===== src/rtl/regression_stat_accumulator.sv =====
// regression_stat_accumulator
// Accumulates sum(x), sum(y), sum(x*x) and sum(x*y) over a run of N_SAMPLES
// signed (x, y) pairs for the linear-regression coefficient stage. The block
// owns a modulo-N sample index that addresses sample memory, pulses done for
// one cycle when the sums are final, and then holds them until the next start.
//
// Handshake: a sample is accepted on a rising edge where in_valid & in_ready.
// in_ready is high for the whole ACCUM state and is derived from state only,
// never from in_valid. The producer must hold x_in/y_in while in_valid is
// high and in_ready is low. Stalls (in_valid low) may last any number of cycles.
module regression_stat_accumulator #(
  parameter int WORD_LEN  = 8,
  parameter int N_SAMPLES = 150,
  parameter int CNT_LEN   = 8,
  parameter int LIN_LEN   = 16,
  parameter int SQ_LEN    = 24
) (
  input  logic                clk,
  input  logic                rst,
  input  logic                start,
  input  logic                in_valid,
  output logic                in_ready,
  input  logic [WORD_LEN-1:0] x_in,
  input  logic [WORD_LEN-1:0] y_in,
  output logic [CNT_LEN-1:0]  index,
  output logic [LIN_LEN-1:0]  sum_x,
  output logic [LIN_LEN-1:0]  sum_y,
  output logic [SQ_LEN-1:0]   sum_xx,
  output logic [SQ_LEN-1:0]   sum_xy,
  output logic                busy,
  output logic                done,
  output logic [1:0]          dbg_state
);

  localparam int PROD_LEN = 2 * WORD_LEN;
  localparam logic [CNT_LEN-1:0] LAST_IDX = CNT_LEN'(N_SAMPLES - 1);

  typedef enum logic [1:0] {
    S_IDLE  = 2'd0,
    S_ACCUM = 2'd1,
    S_DONE  = 2'd2
  } state_t;

  state_t r_state;
  state_t w_next_state;

  logic [CNT_LEN-1:0] r_index;
  logic [LIN_LEN-1:0] r_sum_x;
  logic [LIN_LEN-1:0] r_sum_y;
  logic [SQ_LEN-1:0]  r_sum_xx;
  logic [SQ_LEN-1:0]  r_sum_xy;

  logic w_in_ready;
  logic w_busy;
  logic w_done;
  logic w_accept;
  logic w_last;
  logic w_clear;

  logic signed [PROD_LEN-1:0] w_prod_xx;
  logic signed [PROD_LEN-1:0] w_prod_xy;
  logic [LIN_LEN-1:0]         w_ext_x;
  logic [LIN_LEN-1:0]         w_ext_y;
  logic [SQ_LEN-1:0]          w_ext_xx;
  logic [SQ_LEN-1:0]          w_ext_xy;

  // Beat acceptance and end-of-run detection.
  assign w_accept = in_valid & w_in_ready;
  assign w_last   = (r_index == LAST_IDX);
  assign w_clear  = (r_state == S_IDLE) & start;

  // Full-width signed products, then sign extension of every addend.
  assign w_prod_xx = $signed(x_in) * $signed(x_in);
  assign w_prod_xy = $signed(x_in) * $signed(y_in);
  assign w_ext_x   = {{(LIN_LEN - WORD_LEN){x_in[WORD_LEN-1]}}, x_in};
  assign w_ext_y   = {{(LIN_LEN - WORD_LEN){y_in[WORD_LEN-1]}}, y_in};
  assign w_ext_xx  = {{(SQ_LEN - PROD_LEN){w_prod_xx[PROD_LEN-1]}}, w_prod_xx};
  assign w_ext_xy  = {{(SQ_LEN - PROD_LEN){w_prod_xy[PROD_LEN-1]}}, w_prod_xy};

  // State register.
  always_ff @(posedge clk) begin
    if (rst) begin
      r_state <= S_IDLE;
    end else begin
      r_state <= w_next_state;
    end
  end

  // Next-state logic: start only counts in IDLE; DONE always lasts one cycle.
  always_comb begin
    w_next_state = r_state;
    unique case (r_state)
      S_IDLE: begin
        if (start) w_next_state = S_ACCUM;
      end
      S_ACCUM: begin
        if (w_accept && w_last) w_next_state = S_DONE;
      end
      S_DONE: begin
        w_next_state = S_IDLE;
      end
      default: begin
        w_next_state = S_IDLE;
      end
    endcase
  end

  // Output decode, purely from the registered state.
  always_comb begin
    w_in_ready = 1'b0;
    w_busy     = 1'b0;
    w_done     = 1'b0;
    unique case (r_state)
      S_ACCUM: begin
        w_in_ready = 1'b1;
        w_busy     = 1'b1;
      end
      S_DONE: begin
        w_done = 1'b1;
      end
      default: begin
        w_in_ready = 1'b0;
      end
    endcase
  end

  // Sample index: cleared on run start, wraps modulo N_SAMPLES on accepts.
  always_ff @(posedge clk) begin
    if (rst || w_clear) begin
      r_index <= '0;
    end else if (w_accept) begin
      r_index <= w_last ? '0 : r_index + 1'b1;
    end
  end

  // Accumulators: cleared on run start, wrapping adds on accepts, else hold.
  always_ff @(posedge clk) begin
    if (rst || w_clear) begin
      r_sum_x  <= '0;
      r_sum_y  <= '0;
      r_sum_xx <= '0;
      r_sum_xy <= '0;
    end else if (w_accept) begin
      r_sum_x  <= r_sum_x  + w_ext_x;
      r_sum_y  <= r_sum_y  + w_ext_y;
      r_sum_xx <= r_sum_xx + w_ext_xx;
      r_sum_xy <= r_sum_xy + w_ext_xy;
    end
  end

  assign in_ready  = w_in_ready;
  assign busy      = w_busy;
  assign done      = w_done;
  assign index     = r_index;
  assign sum_x     = r_sum_x;
  assign sum_y     = r_sum_y;
  assign sum_xx    = r_sum_xx;
  assign sum_xy    = r_sum_xy;
  assign dbg_state = r_state;

endmodule

===== config.mk =====
export PLATFORM = sky130hd
export DESIGN_NAME = regression_stat_accumulator
export DESIGN_NICKNAME = d
export VERILOG_FILES = /design/src/rtl/regression_stat_accumulator.sv
export SDC_FILE = /design/constraint.sdc
export NUM_CORES = 1
export LEC_CHECK = 0
export ABC_CLOCK_PERIOD_IN_PS = 8500
export BUFFER_PORTS_ARGS = -buffer_cell sky130_fd_sc_hd__buf_2
export CAP_MARGIN = 10
export CORE_ASPECT_RATIO = 1.25
export CORE_MARGIN = 5
export CORE_UTILIZATION = 30
export CTS_CLUSTER_DIAMETER = 150
export DETAILED_ROUTE_END_ITERATION = 10
export PLACE_DENSITY_LB_ADDON = 0.3
export SLEW_MARGIN = 20
export SYNTH_ARGS = -nofsm -noshare
export SYNTH_HDL_FRONTEND = slang
export SYNTH_SLANG_ARGS = --single-unit

===== constraint.sdc =====
create_clock -name clk -period 8.5 [get_ports clk]
set_clock_uncertainty 0.05 [all_clocks]
set_input_delay 2.125 -clock clk [delete_from_list [all_inputs] [get_ports clk]]
set_output_delay 2.125 -clock clk [all_outputs]
set_load 0.01 [all_outputs]

==> metrics.csv, run 1 <==
stage;metric;value;unit
logic_synthesis;Syn Nets;1608;
place;DP HPWL;22.2;mm
worst_setup_path;Critical Path AT;8.27;ns
drt;drt total wl;28.1;mm
worst_setup_path;Worst setup EP type;register;
timing;Slew headroom;38.4;%
final_layout;Finished Core Util;34.7;%
place;dpl cell area;12300;µm²
worst_setup_path;CP peak stage delay;0.55;ns
clocking;clk sink count;90;
grt;grt total ovfl;0;
final_layout;post-layout net count;1717;
logic_synthesis;Avg Inst Size Synth;8.18;µm²
floorplanning;row count;78;
final_layout;layout cells sized above 1;12.2;%
worst_setup_path;R2R depth;12;
timing;Hold Fails Final Rpt;0;
grt;vias in the first global route;9428;
final_layout;area occupied by multi-input gates;8440;µm²
logic_synthesis;Synth Flop Type;dfxtp_1;
logic_synthesis;Yosys top cell area share;17.9;%
logic_synthesis;Cells after Synth;1350;
logic_synthesis;Yosys reg bits;90;
clocking;worst skew pair latency;0.37;ns
worst_setup_path;Startpoint Class;primary input;
worst_setup_path;Critical Path Fanout Max;4;
logic_synthesis;Synth area leaders;fa_1 (18%), dfxtp_1 (16%), ha_1 (16%);
floorplanning;Die X;182;µm
grt;initial antenna violation count;2;
logic_synthesis;Seq/Total Area, Yosys;16.3;%
final_layout;filler cell count in the final layout;3864;
timing;Final Max Tran Viols;0;
worst_setup_path;CP required;8.72;ns
clocking;CTS tree;done;
floorplanning;die area;40800;µm²
floorplanning;Boundary Pins;113;
place;Final GP Congestion;0.839;
grt;largest net degree at the start of global routing;76;
timing;Max Fclk;0.124;GHz
floorplanning;Starting Density;30.4;%
place;placed cells;1927;
clocking;clock root cell;clkbuf_16;
logic_synthesis;ys async rst share;0;%
clocking;Clk pin slew, worst setup/hold paths;0.06;ns
clocking;Num CTS Buffers;9;
worst_setup_path;kind of critical path;primary input to register;
final_layout;Reg area;1800;µm²
logic_synthesis;Ys Warns;0;
final_layout;Layout Cells excl Fill;1942;
timing;Final min period;8.04;ns
run_status;status;completed;
logic_synthesis;EDFF count, synth;0;
min_path;Hold Crit Class;register to register;
final_layout;cell area after layout;12600;µm²
drt;Post-DRT Antenna Nets;0;
timing;RSZ-0062 raised after global routing;no;
drt;total number of vias;9326;
floorplanning;Placeable Area;36300;µm²
worst_setup_path;crit-path most repeated cell;a21oi_1;
power;Leak;6.15;nW
timing;Slew @ Worst Pin;0.924;ns
final_layout;Area Growth Syn to Fin;14.2;%
floorplanning;Die Ht;225;µm
power;Pwr Density;346;nW/µm²
flow_run;max-cap viol count;0;
place;Buffers on Ports;112;
drt;Via density;4.80;
power;Peak VDD IR;0.212;mV
timing;final setup vio count;0;
timing;WHS;0.425;ns
clocking;H-tree depth;3;
logic_synthesis;post-synth cell types;62;
timing;Period Utilization, post-route;94.6;%
drt;DRT Pass-1 Iters;5;
grt;GRT Total Usage;13.9;%
worst_setup_path;slowest CP cell;fa_1;
drt;1st-iter DRT viols;365;
min_path;Min-Delay Path Depth;2;
logic_synthesis;area leader, netlist;fa_1;
grt;first-pass GRT wire length;47.0;mm
clocking;maximum root-to-sink buffer count;2;
drt;DRC Markers;0;
drt;WL per Instance;14.5;µm
clocking;hold_buf cts;0;
logic_synthesis;Synth Cell Area;11000;µm²
==> final timing paths <==
path | slack, ns | startpoint | endpoint
worst min-delay path | 0.42 | sum_y[11] | sum_y[11]
worst min register to register | 0.42 | sum_y[11] | sum_y[11]
worst max-delay path | 0.46 | x_in[6] | sum_xx[23]
worst max register to register | 5.47 | sum_xy[0] | sum_xy[20]
==> cell families after synthesis <==
logic type      count (synthesis)  share of synthesized area, %
buf+inv                       218                          7.44
fa+ha+maj                     238                          33.7
compound gates                262                          15.1
flops                          90                          16.3
mux                             4                         0.385
xor+xnor                      103                          8.17
simple gates                  435                          18.9
==> registers in the layout, indices dropped and copies added, names as in the netlist <==
| register | count |
|---|---|
| sum_xx | 24 |
| sum_xy | 24 |
| sum_x | 16 |
| sum_y | 16 |
| index | 8 |
| dbg_state | 2 |
==> synthesized netlist by cell type (9+ instances only) <==
cell / n
inv_1: 177
nand2_1: 165
ha_1: 139
a21oi_1: 111
fa_1: 99
dfxtp_1: 90
xnor2_1: 76
nor2_1: 71
and2_1: 52
nand3_1: 39
clkbuf_1: 35
o21ai_0: 30
a21o_1: 28
xor2_1: 27
nor2b_1: 25
nor3_1: 20
o21bai_1: 16
nand2b_1: 14
a211oi_1: 13
o21ai_1: 13
nand4_1: 12
a31oi_1: 11
and3_1: 9
or3_1: 9
==> layer usage <==
layer  GRT usage [%]  share of wire, %  vias to the layer above
met5               0             0.046                        -
met4            4.00               1.7                        2
met3            3.04               4.3                       28
met2            24.0                49                      130
met1            17.6                45                     4475
li1                -                 -                     4691
==> layout make-up <==
type | instances | area share, %
Clock buffer | 10 | 1.89
Multi-Input combinational cell | 1042 | 66.9
Tap cell | 480 | 4.76
Inverter | 177 | 5.27
Sequential cell | 90 | 14.3
Antenna cell | 1 | 0.0198
Timing Repair Buffer | 139 | 6.17
Clock inverter | 3 | 0.714
==> per-stage QoR <==
stage	TNS (ns)	setup WS [ns]	total power, mW
after floorplan	0	0.251	3.18
after global placement	0	0.0619	3.86
after detailed placement	-0.0526	-0.0526	3.88
after CTS	0	0.305	4.40
after global routing	0	0.0106	4.88
final	0	0.456	4.36
==> layout by cell type (no fill, tap or decap), types with 4 or more instances in the layout <==
master     count
a211oi_1      13
a21o_1        27
a21oi_1      110
a31oi_1       11
and2_1        51
and3_1         9
buf_2        111
buf_4         26
clkbuf_16      9
dfxtp_1       90
fa_1          99
ha_1         139
inv_1        177
nand2_1      164
nand2b_1      14
nand3_1       39
nand4_1       12
nor2_1        71
nor2b_1       25
nor3_1        20
o211ai_1       7
o21a_1         4
o21ai_0       30
o21ai_1       13
o21bai_1      16
or3_1          9
or4_1          4
xnor2_1       76
xor2_1        27
==> worst max-delay path, delay by kind of cell <==
kind,cells,cell delay (ns)
fa+ha+maj,6,2.45
compound gates,14,2.34
simple gates,5,0.53
xor+xnor,2,0.29
buf+inv,5,0.53
==> where the power goes <==
group          switching (mW)  internal [mW]  total, mW
clock                   0.184          0.291      0.475
combinational            1.89           1.47       3.37
sequential             0.0481          0.473      0.521
==> repair_timing <==
| action | 4_1_cts | 5_1_grt |
|---|---|---|
| buffers inserted | 0 | 1 |
| setup endpoints to repair | 0 | 3 |
| gates resized for setup | 0 | 2 |
| hold endpoints to repair | 0 | 0 |
(Power assumes the default switching activity.)
==> inputs of run 2 (changes only) <==
Settings changed: ABC_AREA set to 1, PLACE_DENSITY set to 0.45, PLACE_DENSITY_LB_ADDON 0.3 to not set.
==> run 2 against run 1 <==
Effect of this change:
- largest power group unchanged
- die area is 13% higher
- sequential power decreased by 11%
- first-iteration DRC count is 15% lower
- largest cell class unchanged
- worst hold slack gained 0.027 ns
==> metrics.csv, run 2 <==
stage;metric;value;unit;change
worst_setup_path;Critical Path Fanout Max;18;;+14
floorplanning;Placeable Area;41800;µm²;+15%
worst_setup_path;slowest CP cell;fa_1;;
floorplanning;Die X;193;µm;+6.5%
logic_synthesis;EDFF count, synth;0;;unchanged
drt;Post-DRT Antenna Nets;0;;unchanged
clocking;Clk pin slew, worst setup/hold paths;0.07;ns;about the same
logic_synthesis;Seq/Total Area, Yosys;14.3;%;-2.0 points
min_path;Min-Delay Path Depth;2;;unchanged
logic_synthesis;Ys Warns;0;;unchanged
power;switching power;2.45;mW;+15%
worst_setup_path;CP required;8.73;ns;about the same
worst_setup_path;critical path launch point;x_in[1];;
timing;Slew @ Worst Pin;0.877;ns;-0.0475 ns
timing;Final min period;7.91;ns;-0.131 ns
floorplanning;Boundary Pins;113;;unchanged
worst_setup_path;worst reg2reg path endpoint;sum_x[6];;
drt;Via density;4.61;;-4.0%
logic_synthesis;post-synth cell types;47;;-24%
clocking;maximum root-to-sink buffer count;2;;unchanged
worst_setup_path;crit-path most repeated cell;nand2_1;;
floorplanning;Die Ht;239;µm;+6.6%
clocking;worst skew pair latency;0.39;ns;+0.02 ns
power;Clk pwr share;10.2;%;-0.7 points
power;Net Sw Frac;56.8;%;+8.2 points
drt;WL per Instance;14.6;µm;+0.66%
worst_setup_path;launch point of the worst reg-to-reg path;dbg_state[0];;
worst_setup_path;Worst setup EP type;register;;
power;Power Internal;1.86;mW;-17%
drt;DRC Markers;0;;unchanged
final_layout;layout cells sized above 1;9.39;%;-2.8 points
logic_synthesis;ys async rst share;0;%;unchanged
min_path;hold endpoint;sum_x[15];;
final_layout;commonest non-fill, non-tap cell in the layout;inv_1;;
logic_synthesis;synth cell count leaders;inv_1 (418), nand2_1 (396), ha_1 (139);;
drt;total number of vias;11500;;+23%
logic_synthesis;Avg Inst Size Synth;6.86;µm²;-16%
place;Final GP Congestion;0.826;;-1.6%
logic_synthesis;Synth Flop Type;dfxtp_1;;
place;DP HPWL;29.7;mm;+34%
timing;Final Max Tran Viols;0;;unchanged
worst_setup_path;R2R depth;8;;-4
drt;1st-iter DRT viols;309;;-15%
grt;GRT Total Usage;15.9;%;+1.9 points
flow_run;max-cap viol count;0;;unchanged
clocking;CTS tree;done;;
floorplanning;Starting Density;30.2;%;-0.27 points
place;Buffers on Ports;112;;unchanged
worst_setup_path;Startpoint Class;primary input;;
clocking;Num CTS Buffers;9;;unchanged
power;Peak VDD IR;0.190;mV;-10%
clocking;clock root cell;clkbuf_16;;
final_layout;ANT cells;0;;-1
grt;initial antenna violation count;0;;-2
final_layout;post-layout net count;2182;;+27%
logic_synthesis;Synth Cell Area;12600;µm²;+14%
power;Seq pwr share;10.7;%;-1.3 points
run_status;status;completed;;
clocking;H-tree depth;3;;unchanged
floorplanning;row count;84;;+7.7%
power;total power;4.31;mW;-1.2%
drt;DRT Pass-1 Iters;6;;+1
timing;WHS;0.451;ns;+0.0267 ns
final_layout;most frequent cells in the layout;inv_1 (418), nand2_1 (396), ha_1 (139), a21oi_1 (111), buf_2 (111);;
timing;Hold Fails Final Rpt;0;;unchanged
logic_synthesis;area leader, netlist;fa_1;;
logic_synthesis;Cells after Synth;1839;;+36%
min_path;hold path startpoint;sum_x[15];;
logic_synthesis;Yosys top cell area share;15.7;%;-2.2 points
clocking;clk sink count;90;;unchanged
clocking;hold_buf cts;0;;unchanged
worst_setup_path;R2R setup slack;6.10;ns;+0.63 ns
timing;RSZ-0062 raised after global routing;no;;
worst_setup_path;kind of critical path;primary input to register;;
timing;Slew headroom;41.6;%;+3.2 points
worst_setup_path;Critical Path AT;8.15;ns;-0.12 ns
min_path;Hold Crit Class;register to register;;
final_layout;Area Growth Syn to Fin;11.4;%;
drt;drt total wl;36.3;mm;+29%
grt;first-pass GRT wire length;59.8;mm;+27%
power;Leak;8.14;nW;+32%
floorplanning;die area;46300;µm²;+13%
logic_synthesis;top-count cell post-synth;inv_1;;
timing;Max Fclk;0.126;GHz;+1.7%
logic_synthesis;Yosys reg bits;90;;unchanged
grt;grt total ovfl;0;;unchanged
timing;Period Utilization, post-route;93.1;%;-1.5 points
grt;vias in the first global route;11800;;+26%
power;Comb power frac;79.1;%;+1.9 points
logic_synthesis;Syn Nets;2097;;+30%
timing;final setup vio count;0;;unchanged
logic_synthesis;Synth area leaders;fa_1 (16%), dfxtp_1 (14%), ha_1 (14%);;
power;Pwr Density;307;nW/µm²;-11%
grt;largest net degree at the start of global routing;75;;-1.3%
worst_setup_path;CP peak stage delay;0.54;ns;about the same
==> run 2: cell count changes in the layout (fill, tap and decap cells not counted), sizes merged, moves of 24 or more <==
cell,before,now
and2,52,2
inv,177,423
nand2,165,403
nand3,39,94
nor2,71,107
nor2b,25,0
o21ai,44,88
o21bai,16,40
xnor2,76,29
==> run 2: cell families after synthesis <==
group | after synthesis | share of synthesized area, %
AO/OA/AOI/OAI | 312 | 14.9
XOR/XNOR | 70 | 4.86
AND/OR/NAND/NOR | 658 | 22.2
buffers and inverters | 471 | 14.3
flip-flops | 90 | 14.3
adder cells (fa/ha/maj) | 238 | 29.5
==> run 2: area by class of cell <==
cell class / count / area, µm²
Tap cell: 559 / 699
Multi-Input combinational cell: 1278 / 9020
Clock buffer: 10 / 229
Sequential cell: 90 / 1800
Clock inverter: 5 / 62.6
Timing Repair Buffer: 124 / 653
Inverter: 421 / 1580
Fill cell: 4675 / 27800
==> run 2: how the worst max path moves through the flow <==
stage	to	slack, ns	cells after the start
global placement	sum_xx[18]	-0.05	35
floorplan	sum_xy[19]	0.92	28
detailed placement	sum_xx[18]	-0.09	35
CTS	sum_xx[18]	0.33	35
finish	sum_xx[18]	0.59	35
global route	sum_xx[18]	0.001	35
==> run 2: timing repair <==
action / in CTS / in global routing
buffers inserted: 0 / 0
resized for setup: 0 / 1
endpoints found under the setup margin: 0 / 3
endpoints found under the hold margin: 0 / 0
==> run 2: critical path, delay by kind of cell <==
| kind | cells | cell delay [ns] |
|---|---|---|
| adders and majority gates | 6 | 2.45 |
| buffers and inverters | 9 | 0.87 |
| and+or+nand+nor | 13 | 1.19 |
| AOI/OAI and AO/OA | 6 | 1.29 |
| xor gates and xnor gates | 1 | 0.20 |
==> run 2: power groups by stage <==
| stage | combinational [mW] | sequential [mW] | clock [mW] |
|---|---|---|---|
| global placement | 3.45 | 0.473 | 0 |
| CTS | 3.47 | 0.463 | 0.467 |
| floorplan | 2.61 | 0.476 | 0 |
| finish | 3.41 | 0.462 | 0.440 |
| global route | 3.94 | 0.465 | 0.476 |
| detailed placement | 3.45 | 0.473 | 0 |
==> run 2: per-layer routing <==
metal | track usage, % | vias up | part of all wire (%)
met2 | 30.2 | 134 | 52
met5 | 0 | - | 0
met3 | 2.19 | 25 | 2.7
met4 | 4.64 | 0 | 1.9
met1 | 18.5 | 5380 | 44
li1 | - | 5927 | -
==> run 2: metrics by stage <==
step	setup slack (ns)	instance area, µm²	util [%]	setup TNS (ns)	instances
3_5_place_dp	-0.0869	13800	32.9	-0.131	2472
6_report	0.587	14000	33.6	0	2487
2_1_floorplan	0.921	12600	-	0	1839
4_1_cts	0.330	14000	33.6	0	2487
3_3_place_gp	-0.0520	13800	32.9	-0.0636	2472
5_1_grt	0.00113	14000	33.6	0	2487
